File: config.mk
export PLATFORM = sky130hd
export DESIGN_NAME = mod_add_serial
export DESIGN_NICKNAME = d
export VERILOG_FILES = /design/src/rtl/mod_add_serial.sv
export SDC_FILE = /design/constraint.sdc
export NUM_CORES = 2
export LEC_CHECK = 0
export BUFFER_PORTS_ARGS = -buffer_cell sky130_fd_sc_hd__buf_2
export CORE_AREA = 2 2 529 531
export CTS_BUF_LIST = sky130_fd_sc_hd__clkbuf_8
export DETAILED_ROUTE_END_ITERATION = 10
export DIE_AREA = 0 0 531 533
export GPL_ROUTABILITY_DRIVEN = 0
export GPL_TIMING_DRIVEN = 0
export MAX_ROUTING_LAYER = met4
export SYNTH_ARGS = -nofsm -noshare
export SYNTH_HDL_FRONTEND = slang
export SYNTH_SLANG_ARGS = --single-unit
File: constraint.sdc
create_clock -name clk -period 58.1 [get_ports clk]
set_clock_uncertainty 0.15 [all_clocks]
set_input_delay 5.81 -clock clk [delete_from_list [all_inputs] [get_ports clk]]
set_output_delay 5.81 -clock clk [all_outputs]
set_load 0.02 [all_outputs]
File: src/rtl/mod_add_serial.sv
// Limb-serial modular adder over Fp, p = 2^448 - 2^224 - 1.
// Sum and sum-minus-p are built per limb and the reduced one is selected at the end.

package parameters_pkg;
  localparam int DATA_WIDTH = 448;
  localparam logic [DATA_WIDTH-1:0] MODULUS =
    {{223{1'b1}}, 1'b0, {224{1'b1}}};
endpackage

module mod_add_serial #(
  parameter int DATA_WIDTH = parameters_pkg::DATA_WIDTH,
  parameter int LIMB_WIDTH = 64,
  parameter int NUM_LIMBS  = DATA_WIDTH / LIMB_WIDTH
) (
  input  logic                  clk,
  input  logic                  rst,
  input  logic                  start,
  input  logic [DATA_WIDTH-1:0] a,
  input  logic [DATA_WIDTH-1:0] b,
  output logic [DATA_WIDTH-1:0] result,
  output logic                  done,
  output logic                  busy
);
  import parameters_pkg::*;

  localparam int CW = (NUM_LIMBS > 1) ? $clog2(NUM_LIMBS) : 1;
  localparam logic [CW-1:0] LAST = CW'(NUM_LIMBS - 1);
  localparam logic [DATA_WIDTH-1:0] P = DATA_WIDTH'(MODULUS);
  localparam int LW = LIMB_WIDTH;
  localparam int DW = DATA_WIDTH;

  typedef enum logic [1:0] {
    IDLE,
    ADD,
    SELECT
  } state_t;

  state_t state;
  state_t state_nx;

  logic [DW-1:0] a_sh;
  logic [DW-1:0] b_sh;
  logic [DW-1:0] s_sh;
  logic [DW-1:0] t_sh;
  logic [CW-1:0] cnt;
  logic          carry;
  logic          borrow;
  logic [LW-1:0] p_limb;
  logic [LW:0]   sum_w;
  logic [LW:0]   dif_w;

  // per-limb sum and trial subtraction of p
  always_comb begin
    p_limb = P[cnt*LW +: LW];
    sum_w  = {1'b0, a_sh[LW-1:0]}
           + {1'b0, b_sh[LW-1:0]}
           + {{LW{1'b0}}, carry};
    dif_w  = {1'b0, sum_w[LW-1:0]}
           - {1'b0, p_limb}
           - {{LW{1'b0}}, borrow};
  end

  // state register
  always_ff @(posedge clk) begin
    if (rst) state <= IDLE;
    else     state <= state_nx;
  end

  // next-state logic
  always_comb begin
    state_nx = state;
    unique case (state)
      IDLE:    if (start) state_nx = ADD;
      ADD:     if (cnt == LAST) state_nx = SELECT;
      SELECT:  state_nx = IDLE;
      default: state_nx = IDLE;
    endcase
  end

  // operand capture, limb datapath and final selection
  always_ff @(posedge clk) begin
    if (rst) begin
      result <= '0;
      done   <= 1'b0;
      cnt    <= '0;
      carry  <= 1'b0;
      borrow <= 1'b0;
    end else begin
      done <= 1'b0;
      unique case (state)
        IDLE: begin
          if (start) begin
            a_sh   <= a;
            b_sh   <= b;
            cnt    <= '0;
            carry  <= 1'b0;
            borrow <= 1'b0;
          end
        end
        ADD: begin
          a_sh   <= a_sh >> LW;
          b_sh   <= b_sh >> LW;
          s_sh   <= {sum_w[LW-1:0], s_sh[DW-1:LW]};
          t_sh   <= {dif_w[LW-1:0], t_sh[DW-1:LW]};
          carry  <= sum_w[LW];
          borrow <= dif_w[LW];
          cnt    <= (cnt == LAST) ? '0 : cnt + 1'b1;
        end
        SELECT: begin
          result <= (carry | ~borrow) ? t_sh : s_sh;
          done   <= 1'b1;
        end
        default: ;
      endcase
    end
  end

  assign busy = (state != IDLE);

endmodule

; Word-level counts from Yosys, hierarchy flattened
; Index checks and enable logic that the tools add are counted.
; Widths: inputs -> output; s select.
[totals]
ff_bits = 2248
latchBits = 0
ram_bits = 0
mem_bits_ro = 0
inputBits = 899
out_inout_bits = 450
elab_cells = 46
n_memories = 0
[classes]
add_sub_neg = 5
mul = 0
div = 0
n_lt_le_gt_ge = 0
n_eq_ne = 5
shifts = 1
muxes = 15
bitwise_logic = 3
n_reduce_logical = 7
[op_table]
columns = cell, n
row1 = $pmux 448 s2, 2
row2 = $mux 448, 3
row3 = $shiftx 448x10->64 const A, 1
row4 = $add 64x64->65, 1
row5 = $add 65x1->65, 1
row6 = $sub 64x64->65, 1
row7 = $sub 65x1->65, 1
row8 = $mux 3, 2
row9 = $pmux 3 s2, 1
row10 = $reduce_and 2->1, 3
row11 = $mux 2, 2
row12 = $ne 2x2->1 const B, 2
row13 = $pmux 1 s2, 2
row14 = $pmux 2 s2, 1
row15 = $reduce_bool 2->1, 2
row16 = $add 3x1->3 const B, 1
row17 = $eq 3x3->1 const B, 1
row18 = $reduce_and 3->1, 1
row19 = $eq 2x1->1 const B, 1
row20 = $eq 2x2->1 const B, 1
row21 = $logic_not 2->1, 1
row22 = $mux 1, 2
row23 = $not 1->1, 2
row24 = $or 1x1->1, 1

; Depth between registers and ports, before layout
[depth]
depth_word = 5
depth_mapped = 27
depth_no_buf = 26

; Worst setup path before layout
; Ideal clock, no wire load.
[synth_timing]
path_kind = input-to-reg
startpoint = input rst
endpoint = register s_sh[0] (enable)
setup_time_ns = 2.185
t_arrival_ns = 43.284
t_required_ns = 55.765
path_slack_ns = 12.481
cell_stages = 3
n_path_buf = 2
cell_sequence = clkbuf_1 -> clkbuf_1 -> nor2_1
[synth_via]
elab_chain_len = 2
[synth_rtl]
columns = item, line_no
row1 = start: declaration, 16  ; input logic rst,
row2 = $not 1->1 (no source line), -
row3 = $reduce_and 2->1 (no source line), -
row4 = end signal: assignment, 103  ; s_sh <= {sum_w[LW-1:0], s_sh[DW-1:LW]};
row5 = end: declaration, 43  ; logic [DW-1:0] s_sh;
; Every way passes these cells.
; A chain may end at the register's enable or synchronous reset.

; Final worst setup path
[layout_timing]
startpoint = input rst
endpoint = register a_sh[100] (enable)
[layout_via]
elab_chain_len = 2
[layout_rtl]
columns = item, line_no
row1 = $not 1->1 (no source line), -
row2 = $reduce_and 3->1 (no source line), -
row3 = end signal: assignment, 101  ; a_sh <= a_sh >> LW;
row4 = end: declaration, 41  ; logic [DW-1:0] a_sh;
; Every way passes these cells.

==> summary.txt <==
CTS
  – CTS tree: done
  – Htree depth: 5
  – Total CTS buffers: between 300 and 400
  – Clk buf depth: 4
  – Clk_lat worst skew: 1.04 ns
  – Post-cts resize count: 0
  – Clock tree sinks: approximately 2200
  – CTS clock-pin slew for the worst setup and hold paths: around 0.060 ns
  – Setup Fix Bufs, Post-CTS: 0
  – Post-CTS Hold Fix Bufs: 0
  – Clock Tree Root: clkbuf_8

Cells and area
  – Fillers: 26720
  – Register area: about 0.063 mm²
  – P&R area growth vs syn: 22.21%
  – Final core occ: 0.4067
  – Area of the multi-input gates: 0.02695 mm²
  – Fraction of layout cells with a size suffix above 1: 0.1896
  – Final #Nets: approximately 11000

Timing
  – Worst slew margin: 0.1083
  – # setup viols final: 0
  – Fin crit share: 0.1429
  – Worst hold slack: roughly 0.27 ns
  – Hold Vio Cnt, Final: 0
  – Final slew viol count: 0
  – RSZ-0062 raised after global routing: no
  – Setup TNS: 0 ns
  – Highest clock rate: between 0.1 and 0.15 GHz
  – Min Tclk post-route: just over 8 ns
  – Actual slew at the worst max-slew pin: between 1 and 1.5 ns

Min path
  – Hold depth: 0
  – Hold crit path type: flop to flop
  – Worst Hold End: t_sh[32]
  – Critical hold path startpoint: t_sh[96]

Synth
  – EDFF count, synth: 1792
  – Syn nets: 9404
  – Asr flop ratio synth: 0
  – Register bit count reported by yosys: approximately 2200
  – Synth unique cells: between 80 and 90
  – Number of warnings issued by yosys: 0
  – Cells after synthesis: 8314
  – Sequential share of the synthesized area: 0.6805
  – Cell Area, Synth: between 0.09 and 0.1 mm²
  – Most used flip-flop cell after synthesis: edfxtp_1
  – Syn_area_per_cell: ~11 µm²

Global route
  – First-pass GRT wire length: ~510000 µm
  – Vias in the first global route: approximately 70000
  – Initial antenna violation count: between 100 and 150
  – Largest net degree at the start of global routing: around 50
  – Overflow left after global routing: 0
  – Total global-route track usage: 0.2645

Drt
  – Vias: between 70000 and 80000
  – Routed wire length: 376300 µm
  – Remaining antenna violation count: 0
  – DR DRC count: 0
  – Drt first pass iters: 6
  – Iteration-0 DRC Markers: between 7000 and 8000
  – Drt via density: 4.977
  – Drt wl/cell: between 20 and 30 µm

Pwr
  – Total power draw: approximately 4 mW
  – Peak supply drop: ~0.019 mV
  – Leak: around 46 nW
  – Cell Pwr Density: roughly 36 mW/mm²

Worst setup path
  – Reg2reg path depth: 26
  – RR Startpoint: carry
  – CP Launch Type: input pin
  – R2R Setup Slk: ~51 ns
  – CP required: 58.64 ns
  – Crit-path max FO: 36
  – R2r endpoint: t_sh[445]
  – Crit path capture type: flop
  – Critical Path AT: a little under 9 ns
  – Critical path class: input pin to flop

Floorplan
  – I/O pin count: 1349
  – Die Area: between 0.2 and 0.3 mm²
  – Overall die height: 533 µm
  – Die Width: between 500 and 600 µm
  – Starting Density: 0.3328
  – Std cell rows: 194
  – Core Box Area: roughly 0.28 mm²

Run status
  – Status: finished clean

Placed design
  – PortBufs: between 1000 and 1500
  – DP HPWL: about 300000 µm

Run
  – Max Cap Violations: 0
[routing by layer]
metal | part of all wire | vias to the layer above | global-route usage
li1 | - | 32560 | -
met1 | 0.36 | 33970 | 0.2922
met2 | 0.48 | 3665 | 0.4354
met3 | 0.086 | 806 | 0.05604
met4 | 0.070 | 0 | 0.1632
met5 | 0 | - | -
[where the power goes]
| part | internal (mW) | switching, mW | total (mW) |
|---|---|---|---|
| clock | 0.741 | 0.673 | 1.41 |
| sequential | 1.86 | 0.0423 | 1.90 |
| combinational | 0.232 | 0.473 | 0.705 |
| total | 2.83 | 1.19 | 4.02 |
[sequential cells by signal (all words and copies together), names as in the netlist]
register,flops
a_sh,448
b_sh,448
borrow,1
carry,1
cnt,3
done,1
result,448
s_sh,448
state,2
t_sh,448
[cells in the final DEF, fill, tap and decap left out, types with 22 or more instances in the layout]
| cell type | netlist | final |
|---|---|---|
| a21o_1 | 98 | 98 |
| o21ai_0 | 65 | 65 |
| a311oi_1 | 451 | 451 |
| edfxtp_1 | 1792 | 1792 |
| inv_1 | 204 | 311 |
| clkinv_1 | 0 | 67 |
| nand2_1 | 3299 | 3299 |
| xnor2_1 | 79 | 79 |
| nor2_1 | 519 | 517 |
| o21bai_1 | 25 | 25 |
| nor3_1 | 22 | 22 |
| clkbuf_1 | 469 | 457 |
| buf_12 | 0 | 52 |
| dfxtp_1 | 456 | 456 |
| xor2_1 | 55 | 55 |
| ha_1 | 187 | 187 |
| and2_1 | 139 | 139 |
| buf_2 | 2 | 1349 |
| clkbuf_8 | 0 | 418 |
| nand4_1 | 32 | 32 |
| diode_2 | 0 | 133 |
| clkinv_2 | 0 | 52 |
| nand3_1 | 29 | 28 |
| a21oi_1 | 138 | 138 |
[how the worst max path moves through the flow]
| stage | start | end | slack, ns |
|---|---|---|---|
| global placement | rst | a_sh[422] | -3.24 |
| CTS | rst | a_sh[315] | 49.90 |
| finish | rst | a_sh[100] | 49.80 |
| global route | rst | a_sh[127] | 49.72 |
| floorplan | rst | s_sh[0] | 12.48 |
| detailed placement | rst | a_sh[126] | 48.78 |
[cell families after synthesis]
logic type	Yosys count	synth area share
XOR/XNOR	134	0.01269
flip-flops	2248	0.6805
AO/OA/AOI/OAI	911	0.07618
buffers and inverters	697	0.02841
multiplexers	2	0.0002300
AND/OR/NAND/NOR	4131	0.1758
adder cells (fa/ha/maj)	191	0.02616
[per-stage QoR]
stage | area, µm² | worst slack [ns] | cells
4_1_cts | 112700 | 49.90 | 14130
3_3_place_gp | 103900 | -3.239 | 13390
6_report | 113000 | 49.80 | 14270
3_5_place_dp | 105200 | 48.78 | 13450
5_1_grt | 113000 | 49.72 | 14250
2_1_floorplan | 92490 | 12.48 | 8314
[cell type report]
type,count,area share
Clock inverter,268,0.01514
Timing Repair Buffer,1409,0.07117
Clock buffer,418,0.05090
Sequential cell,2248,0.5568
Buffer,493,0.01660
Inverter,204,0.006774
Tap cell,3724,0.04122
Multi-Input combinational cell,5369,0.2384
Antenna cell,133,0.002944
[Yosys cell counts, drive strengths merged (22+ instances only)]
library cell	instances	area (µm²)
buf	23	96.34
xnor2	79	691.9
o21ai	75	394.1
inv	204	765.7
clkbuf	470	1765
nor3	22	110.1
ha	187	2340
nand4	32	200.2
a311oi	453	3991
dfxtp	456	9129
nand2	3299	12380
a21oi	140	708.2
and2	139	869.6
nand3	29	145.1
o21bai	25	187.7
nor2	519	1948
xor2	55	481.7
edfxtp	1792	53810
a21o	98	735.7
[critical path, stage by stage]
cell	delay, ns
clkbuf_1	0.27
clkbuf_2	0.52
nor2_4	0.59
buf_12	0.29
buf_12	0.26
buf_12	0.24
buf_12	0.25
buf_12	0.23
buf_12	0.24
No activity file was read; power rests on OpenSTA's default activity.
